===== src/rtl/booth_seq_pkg.sv =====
// Shared types and constants for the sequential radix-2 Booth multiplier.
package booth_seq_pkg;

    typedef enum logic [1:0] {
        IDLE = 2'd0,
        RUN  = 2'd1,
        DONE = 2'd2
    } state_t;

    // Booth pair codes on {Q[0], q_m1}
    localparam logic [1:0] BOOTH_ADD = 2'b01;
    localparam logic [1:0] BOOTH_SUB = 2'b10;

    // Iteration counter must hold the value WIDTH
    function automatic int unsigned cnt_width(input int unsigned w);
        return $clog2(w + 1);
    endfunction

endpackage


===== src/rtl/booth_seq_mpy_step.sv =====
// One radix-2 Booth iteration: conditional add/subtract of M into A,
// then arithmetic right shift of {A, Q, q_m1}. Purely combinational.
module booth_step
    import booth_seq_pkg::*;
#(
    parameter int unsigned WIDTH = 4
) (
    input  logic [WIDTH:0]   acc_i,
    input  logic [WIDTH-1:0] q_i,
    input  logic             qm1_i,
    input  logic [WIDTH:0]   m_i,
    output logic [WIDTH:0]   acc_o,
    output logic [WIDTH-1:0] q_o,
    output logic             qm1_o
);

    logic [WIDTH:0] sum;

    // Select add, subtract or pass-through, then shift right with sign fill
    always_comb begin
        sum = acc_i;
        unique case ({q_i[0], qm1_i})
            BOOTH_ADD: sum = acc_i + m_i;
            BOOTH_SUB: sum = acc_i - m_i;
            default:   sum = acc_i;
        endcase
        acc_o = {sum[WIDTH], sum[WIDTH:1]};
        q_o   = {sum[0], q_i[WIDTH-1:1]};
        qm1_o = q_i[0];
    end

endmodule


===== src/rtl/booth_seq_mpy.sv =====
// Sequential radix-2 Booth multiplier controller with start/busy/done
// handshake. Optional build macro BOOTH_ZERO_BYPASS_EN: a request with a
// zero operand skips RUN and completes with p=0 one edge after acceptance.
module booth_seq_mpy
    import booth_seq_pkg::*;
#(
    parameter int unsigned WIDTH = 4
) (
    input  logic                 clk,
    input  logic                 rst,
    input  logic                 start,
    input  logic [WIDTH-1:0]     a,
    input  logic [WIDTH-1:0]     b,
    output logic                 busy,
    output logic                 done,
    output logic [2*WIDTH-1:0]   p
);

    localparam int unsigned CW = cnt_width(WIDTH);

    state_t             state_q;
    logic [WIDTH:0]     m_q;
    logic [WIDTH:0]     acc_q;
    logic [WIDTH-1:0]   q_q;
    logic               qm1_q;
    logic [CW-1:0]      cnt_q;
    logic               busy_q;
    logic               done_q;
    logic [2*WIDTH-1:0] p_q;

    logic [WIDTH:0]     acc_d;
    logic [WIDTH-1:0]   q_d;
    logic               qm1_d;

    booth_step #(
        .WIDTH (WIDTH)
    ) u_step (
        .acc_i (acc_q),
        .q_i   (q_q),
        .qm1_i (qm1_q),
        .m_i   (m_q),
        .acc_o (acc_d),
        .q_o   (q_d),
        .qm1_o (qm1_d)
    );

    // Control FSM and datapath registers; reset aborts any operation
    always_ff @(posedge clk) begin
        if (rst) begin
            state_q <= IDLE;
            m_q     <= '0;
            acc_q   <= '0;
            q_q     <= '0;
            qm1_q   <= 1'b0;
            cnt_q   <= '0;
            busy_q  <= 1'b0;
            done_q  <= 1'b0;
            p_q     <= '0;
        end else begin
            unique case (state_q)
                IDLE: begin
                    done_q <= 1'b0;
                    if (start) begin
                        m_q   <= {a[WIDTH-1], a};
                        acc_q <= '0;
                        q_q   <= b;
                        qm1_q <= 1'b0;
                        cnt_q <= CW'(WIDTH);
`ifdef BOOTH_ZERO_BYPASS_EN
                        if (a == '0 || b == '0) begin
                            p_q     <= '0;
                            done_q  <= 1'b1;
                            state_q <= DONE;
                        end else begin
                            busy_q  <= 1'b1;
                            state_q <= RUN;
                        end
`else
                        busy_q  <= 1'b1;
                        state_q <= RUN;
`endif
                    end
                end
                RUN: begin
                    acc_q <= acc_d;
                    q_q   <= q_d;
                    qm1_q <= qm1_d;
                    cnt_q <= cnt_q - CW'(1);
                    if (cnt_q == CW'(1)) begin
                        p_q     <= {acc_d[WIDTH-1:0], q_d};
                        busy_q  <= 1'b0;
                        done_q  <= 1'b1;
                        state_q <= DONE;
                    end
                end
                DONE: begin
                    done_q  <= 1'b0;
                    state_q <= IDLE;
                end
                default: begin
                    busy_q  <= 1'b0;
                    done_q  <= 1'b0;
                    state_q <= IDLE;
                end
            endcase
        end
    end

    assign busy = busy_q;
    assign done = done_q;
    assign p    = p_q;

endmodule


===== config.mk =====
export PLATFORM = sky130hd
export DESIGN_NAME = booth_seq_mpy
export DESIGN_NICKNAME = d
export VERILOG_FILES = /design/src/rtl/booth_seq_pkg.sv /design/src/rtl/booth_seq_mpy_step.sv /design/src/rtl/booth_seq_mpy.sv
export SDC_FILE = /design/constraint.sdc
export NUM_CORES = 1
export LEC_CHECK = 0
export ABC_AREA = 1
export CORE_AREA = 3 3 67 50
export DETAILED_ROUTE_END_ITERATION = 10
export DIE_AREA = 0 0 70 53
export GPL_ROUTABILITY_DRIVEN = 0
export MAX_ROUTING_LAYER = met4
export PLACE_DENSITY = 0.85
export SLEW_MARGIN = 25
export SYNTH_ARGS = -nofsm -noshare
export SYNTH_HDL_FRONTEND = slang
export SYNTH_SLANG_ARGS = --single-unit
export TNS_END_PERCENT = 10

===== constraint.sdc =====
create_clock -name clk -period 2.6 [get_ports clk]
set_input_delay 0.39 -clock clk [delete_from_list [all_inputs] [get_ports clk]]
set_output_delay 0.39 -clock clk [all_outputs]
set_load 0.02 [all_outputs]

==> results of run 1 <==
## sequential cells by signal, indices dropped and copies added (netlist names)
| register | flops |
|---|---|
| acc_q | 4 |
| busy | 1 |
| cnt_q | 3 |
| done | 1 |
| m_q | 4 |
| p | 8 |
| q_q | 4 |
| qm1_q | 1 |
| state_q | 2 |
## layout make-up
type | instances | area share (%)
Inverter | 34 | 7.62
Sequential cell | 28 | 32.2
Clock buffer | 3 | 2.37
Clock inverter | 1 | 1.73
Timing Repair Buffer | 20 | 11.5
Multi-Input combinational cell | 117 | 42.0
Tap cell | 36 | 2.59
## layout by cell type (no fill, tap or decap)
cell type / count
nand4_1: 1
nand3_1: 11
o21ai_0: 17
a21oi_2: 1
a22oi_1: 1
nor2_4: 5
a21oi_1: 11
clkbuf_8: 3
clkdlybuf4s50_1: 20
inv_4: 2
bufinv_16: 1
o221ai_2: 1
fa_1: 1
nand2_4: 2
o211ai_1: 1
a21oi_4: 1
a221oi_2: 1
nand2_1: 30
xnor2_1: 1
a31oi_1: 1
inv_1: 29
o21ai_1: 3
nor2_1: 9
o22ai_1: 5
inv_2: 3
o21ai_2: 4
xor2_1: 2
ha_1: 8
dfxtp_1: 28
## final timing paths
path / start / to / cells past startpoint / slack (ns)
max: qm1_q$_SDFFE_PP0P_ / acc_q[3]$_SDFFE_PP0P_ / 15 / 0.42
min: done$_SDFFE_PP0P_ / done$_SDFFE_PP0P_ / 2 / 0.48
max reg2reg: qm1_q$_SDFFE_PP0P_ / acc_q[3]$_SDFFE_PP0P_ / 15 / 0.42
min reg2reg: done$_SDFFE_PP0P_ / done$_SDFFE_PP0P_ / 2 / 0.48
## metal layers
metal	track usage, %	up-vias
met5	-	-
met4	4.14	0
met3	4.17	5
met2	27.3	29
met1	23.5	542
li1	-	638
## power by group
group / total [mW] / internal (mW) / switching, mW / leakage [nW]
combinational: 0.274 / 0.106 / 0.167 / 0.461
sequential: 0.475 / 0.457 / 0.0175 / 0.229
clock: 0.350 / 0.206 / 0.143 / 0.0357
## worst max-delay path: stages (launching register included)
cell	delay, ns
dfxtp_1	0.32
inv_1	0.05
ha_1	0.27
a31oi_1	0.20
xor2_1	0.17
inv_1	0.06
ha_1	0.33
nand2_1	0.12
nand2_1	0.05
nor2_1	0.10
nand2_1	0.07
nand3_1	0.08
nand2_1	0.05
nand2_1	0.09
nand2_1	0.07
a21oi_2	0.10
## stage by stage
stage	setup slack (ns)	instance area, um^2	util (%)
2_1_floorplan	0.657	1430	-
3_3_place_gp	0.466	1670	60.4
3_5_place_dp	0.438	1670	60.4
4_1_cts	0.428	1740	63.0
5_1_grt	0.179	1740	63.0
6_report	0.419	1740	63.0
## logic make-up after synthesis
group                      Yosys count
AOI/OAI and AO/OA                   47
xor gates and xnor gates             3
adders and majority gates            9
buffers and inverters               35
DFF                                 28
and+or+nand+nor                     58
==> metrics.md, run 1 <==
| Metric | Value |
|---|---|
| Outcome | `completed` |
| Global-route wire length before repair | `5.00 mm` |
| Worst-path fanout max | `7` |
| Highest metal layer with signal wires | `met4` |
| Netlist cell types | `27` |
| Clock sink count | `28` |
| Leading area contributor after synthesis | `dfxtp_1` |
| Syn avg cell area | `7.94 um^2` |
| Antenna diodes | `0` |
| Routed Antenna Nets | `0` |
| Final Hold Vio Count | `0` |
| CTS Buffer Depth | `2` |
| Post-synth top cells | `nand2_1, inv_1, dfxtp_1, o21ai_0` |
| Max_cap viols | `0` |
| Worst EP required | `2.82 ns` |
| Synth Area in XOR/XNOR | `1.84%` |
| Final global-route overflow total | `0` |
| # IOs | `21` |
| Chip Width | `70 um` |
| Mapped Cells | `180` |
| Maximum level of the CTS H-tree | `1` |
| Initial antenna violation count | `0` |
| Critical path endpoint category | `flip-flop` |
| VDD IR-drop max | `0.000494 V` |
| Main combinational cell family by area after synthesis | `compound AO/OA/AOI/OAI gates` |
| DR iter-0 viols | `61` |
| Hold Crit Class | `flip-flop to flip-flop` |
| Die Y | `53 um` |
| Pleak | `0.725 nW` |
| Final min period | `2.18 ns` |
| Mux contribution to synthesized area | `0%` |
| Metal2 WL | `1.21 mm` |
| # fillers | `245` |
| Pin count of the biggest net entering global routing | `20` |
| Area growth, synth to finish | `21.8%` |
| CP startpoint kind | `flip-flop` |
| TritonCTS clock tree | `built` |
| Number of synthesized flops with an enable pin | `0` |
| Initial core utilization | `51.7%` |
| GRT Total Usage | `17.6%` |
| Post-synthesis adder-cell area fraction | `8.41%` |
| Async SR Flop Fraction | `0%` |
| CTS buffer count | `3` |
| Non-filler instance count after layout | `239` |
| Ratio of cells with drive above 1 in the final layout | `11.8%` |
| Hold buffer count at CTS | `0` |
| RSZ-0062 raised after global routing | `no` |
| Routed length on met1 | `1.58 mm` |
| Yosys warning total | `0` |
| DR vias/cell | `5.08` |
| Total number of vias | `1,214` |
| Multi-input gate area | `731 um^2` |
| Synth Area in Simple Gates | `20.1%` |
| HPWL after DPL | `2.25 mm` |
| Hold Slack | `0.475 ns` |
| CTS resizes | `0` |
| Placed insts | `235` |
| Met3 WL | `131 um` |
| P per Cell Area | `631 nW/um^2` |
| Syn Std Cell Area | `1430 um^2` |
| Sequential cell area | `561 um^2` |
| Nets@finish | `224` |
| Synth top area cells | `dfxtp_1, nand2_1, inv_1` |
| Compound-Gate Fraction of Synth Area | `20.8%` |
| Syn_nets | `200` |
| CP Class | `flip-flop to flip-flop` |
| Post-synth top area share | `39.2%` |
| Relative max-transition margin | `63.8%` |
| Die area | `3710 um^2` |
| Post-CTS Setup Bufs | `0` |
| DRC viols | `0` |
| Worst Tran Pin Value | `0.537 ns` |
| Port-buffer cells | `20` |
| Max Fclk | `459 MHz` |
| Worst-path clk slew | `0.10 ns` |
| Tcrit/Tclk final | `83.9%` |
| Vias in the first global route | `1,129` |
| WL per Instance | `12.4 um` |
| Worst skew pair latency | `0.28 ns` |
| Core Area | `2760 um^2` |
| Site Rows | `16` |
| Arrival @ worst endpoint | `2.40 ns` |
| Clock skew | `0.00245 ns` |
| Synth Register Bits | `28` |
| Seq/Total Area, Yosys | `39.2%` |
| Clock Root Buffer | `clkbuf_8` |
| Total power | `1.10 mW` |
| Main synth FF type | `dfxtp_1` |
| Routed WL | `2.95 mm` |
| Drt pass-1 iters | `4` |
| Setup TNS | `0 ns` |
| Final setup vio count | `0` |
| Pins over their slew limit | `0` |
| Count leader, synth | `nand2_1` |
Note: power is estimated with default switching activity, not from simulation.
==> run 2: changes to the inputs <==
- CORE_AREA: 3 3 67 50 -> 3 3 70 52
- DIE_AREA: 0 0 70 53 -> 0 0 73 55
- PLACE_DENSITY: 0.85 -> 0.83
- clock period: 2.6 -> 1.8 ns (I/O delays scaled with it)
==> run 2 against run 1 <==
  * The run now ends with negative setup slack left
  * Total power increased by 49%
  * Setup slack got worse by 0.66 ns
  * Critical path depth increased by 1
  * Clock skew increased by 0.0013 ns
  * Count of clock-buffer cells in the layout increased by 1
  * Sequential power increased by 45%
  * Wire length increased by 14%
  * Via count increased by 6.7%
  * Die area increased by 8.2%
  * Critical endpoint unchanged
  * Highest routed layer unchanged
  * Largest cell class unchanged
==> metrics.md, run 2 (same netlist as run 1, synthesis figures left out) <==
| Metric | Value |
|---|---|
| Non-filler instance count after layout | `256 (+7.1%)` |
| VDD IR-drop max | `0.000592 V (+20%)` |
| Slack of the critical path | `-0.242 ns (-0.662 ns)` |
| Worst Tran Pin Value | `0.455 ns (-0.0821 ns)` |
| Drt pass-1 iters | `5 (+1)` |
| Final min period | `2.04 ns (-0.138 ns)` |
| Maximum level of the CTS H-tree | `1 (unchanged)` |
| Max Fclk | `490 MHz (+6.8%)` |
| Worst-path clk slew | `0.10 ns (about the same)` |
| Worst EP required | `2.03 ns (-0.79 ns)` |
| Routed Antenna Nets | `0 (unchanged)` |
| Chip Width | `73 um (+4.3%)` |
| CP Class | `flip-flop to flip-flop` |
| Die Y | `55 um (+3.8%)` |
| Ratio of cells with drive above 1 in the final layout | `28.9% (+17 points)` |
| Worst hold start | `done$_SDFFE_PP0P_` |
| Relative max-transition margin | `69.4% (+5.5 points)` |
| Antenna diodes | `0 (unchanged)` |
| Site Rows | `17 (+1)` |
| GRT Total Usage | `18.9% (+1.2 points)` |
| RSZ-0062 raised after global routing | `yes` |
| Hold Crit Class | `flip-flop to flip-flop` |
| DRC viols | `0 (unchanged)` |
| Commonest non-fill, non-tap cell in the layout | `nand2_1` |
| Final setup vio count | `8 (+8)` |
| Final global-route overflow total | `0 (unchanged)` |
| Worst skew pair latency | `0.28 ns (about the same)` |
| HPWL after DPL | `2.41 mm (+7.1%)` |
| Total number of vias | `1,295 (+6.7%)` |
| Arrival @ worst endpoint | `2.27 ns (-0.13 ns)` |
| CTS Buffer Depth | `2 (unchanged)` |
| WL per Instance | `13.2 um (+6.6%)` |
| Max_cap viols | `0 (unchanged)` |
| Clock skew | `0.00375 ns (+0.00129 ns)` |
| Failing checks | `negative setup slack` |
| Port-buffer cells | `20 (unchanged)` |
| # fillers | `247 (+0.82%)` |
| Outcome | `finished, violations left` |
| Tcrit/Tclk final | `113% (+30 points)` |
| # IOs | `21 (unchanged)` |
| Pins over their slew limit | `0 (unchanged)` |
| Routed WL | `3.37 mm (+14%)` |
| Placed insts | `249 (+6.0%)` |
| TritonCTS clock tree | `built` |
| Vias in the first global route | `1,167 (+3.4%)` |
| Final Hold Vio Count | `0 (unchanged)` |
| CTS buffer count | `3 (unchanged)` |
| P per Cell Area | `841 nW/um^2 (+33%)` |
| Core Area | `3080 um^2 (+12%)` |
| Max FFs per register | `8 (unchanged)` |
| Setup TNS | `-1.18 ns (-1.18 ns)` |
| DR vias/cell | `5.06 (-0.41%)` |
| Worst-path fanout max | `3 (-4)` |
| Die area | `4020 um^2 (+8.2%)` |
| Global-route wire length before repair | `5.53 mm (+11%)` |
| Pin count of the biggest net entering global routing | `20 (unchanged)` |
| Initial core utilization | `46.3% (-5.4 points)` |
| Pleak | `0.803 nW (+11%)` |
| Critical path startpoint | `qm1_q$_SDFFE_PP0P_` |
| Hold buffer count at CTS | `0 (unchanged)` |
| Clock Root Buffer | `clkbuf_8` |
| CP startpoint kind | `flip-flop` |
| Clock sink count | `28 (unchanged)` |
| Most frequent cells in the layout | `nand2_1, inv_1, dfxtp_1` |
| Reg-to-reg startpoint | `qm1_q$_SDFFE_PP0P_` |
| Initial antenna violation count | `0 (unchanged)` |
| Critical path endpoint category | `flip-flop` |
| Final core occ | `63.0% (about the same)` |
| DR iter-0 viols | `63 (+3.3%)` |
| Area growth, synth to finish | `36.1%` |
| Nets@finish | `239 (+6.7%)` |
run 2: report_power, final:
| group | switching (mW) | internal, mW |
|---|---|---|
| logic | 0.300 | 0.247 |
| registers | 0.0273 | 0.662 |
| clock network | 0.203 | 0.196 |
run 2: critical path, stage by stage (launching register included):
cell     delay, ns
dfxtp_2       0.33
inv_2         0.04
ha_4          0.17
buf_4         0.14
nand2_1       0.07
o21ai_2       0.06
buf_4         0.13
fa_2          0.37
inv_1         0.07
nand3_1       0.07
nand3_2       0.08
nand2_2       0.06
nand3_1       0.08
nand2_1       0.06
nand2_2       0.07
nand2_1       0.06
a21oi_2       0.11
run 2: what timing repair did:
action	CTS	global route
pin swaps	5	15
buffers inserted	1	2
resized for setup	5	16
setup endpoints to repair	6	8
cloned	0	0
run 2: worst paths after layout:
check / depth (start not counted) / to / slack (ns)
worst min register to register: 2 / done$_SDFFE_PP0P_ / 0.46
worst max-delay path: 16 / acc_q[3]$_SDFFE_PP0P_ / -0.24
worst max register to register: 16 / acc_q[3]$_SDFFE_PP0P_ / -0.24
worst min-delay path: 2 / done$_SDFFE_PP0P_ / 0.46
run 2: cell type report:
| class | instances | area [um^2] | share of cell area (%) |
|---|---|---|---|
| clock buffer | 4 | 55.1 | 2.83 |
| inverter | 34 | 133 | 6.82 |
| multi-input combinational | 117 | 831 | 42.7 |
| sequential | 28 | 566 | 29.1 |
| tap | 38 | 47.5 | 2.45 |
| timing repair buffer | 35 | 313 | 16.1 |
run 2: stage by stage:
stage | instance area [um^2] | hold slack, ns | power [mW] | worst slack (ns)
after detailed placement | 1790 | 0.446 | 1.16 | -0.291
after CTS | 1880 | 0.466 | 1.57 | -0.222
after global routing | 1940 | 0.504 | 1.73 | -0.366
after global placement | 1790 | 0.446 | 1.15 | -0.257
after floorplan | 1460 | 0.332 | 1.01 | -0.0313
final | 1940 | 0.463 | 1.64 | -0.242
run 2: metal layers:
metal | global-route usage (%) | share of wire (%) | vias to the layer above
li1 | - | - | 666
met1 | 26.0 | 49 | 597
met5 | - | 0 | -
met4 | 3.99 | 0.86 | 0
met2 | 28.0 | 45 | 27
met3 | 4.69 | 5.1 | 5
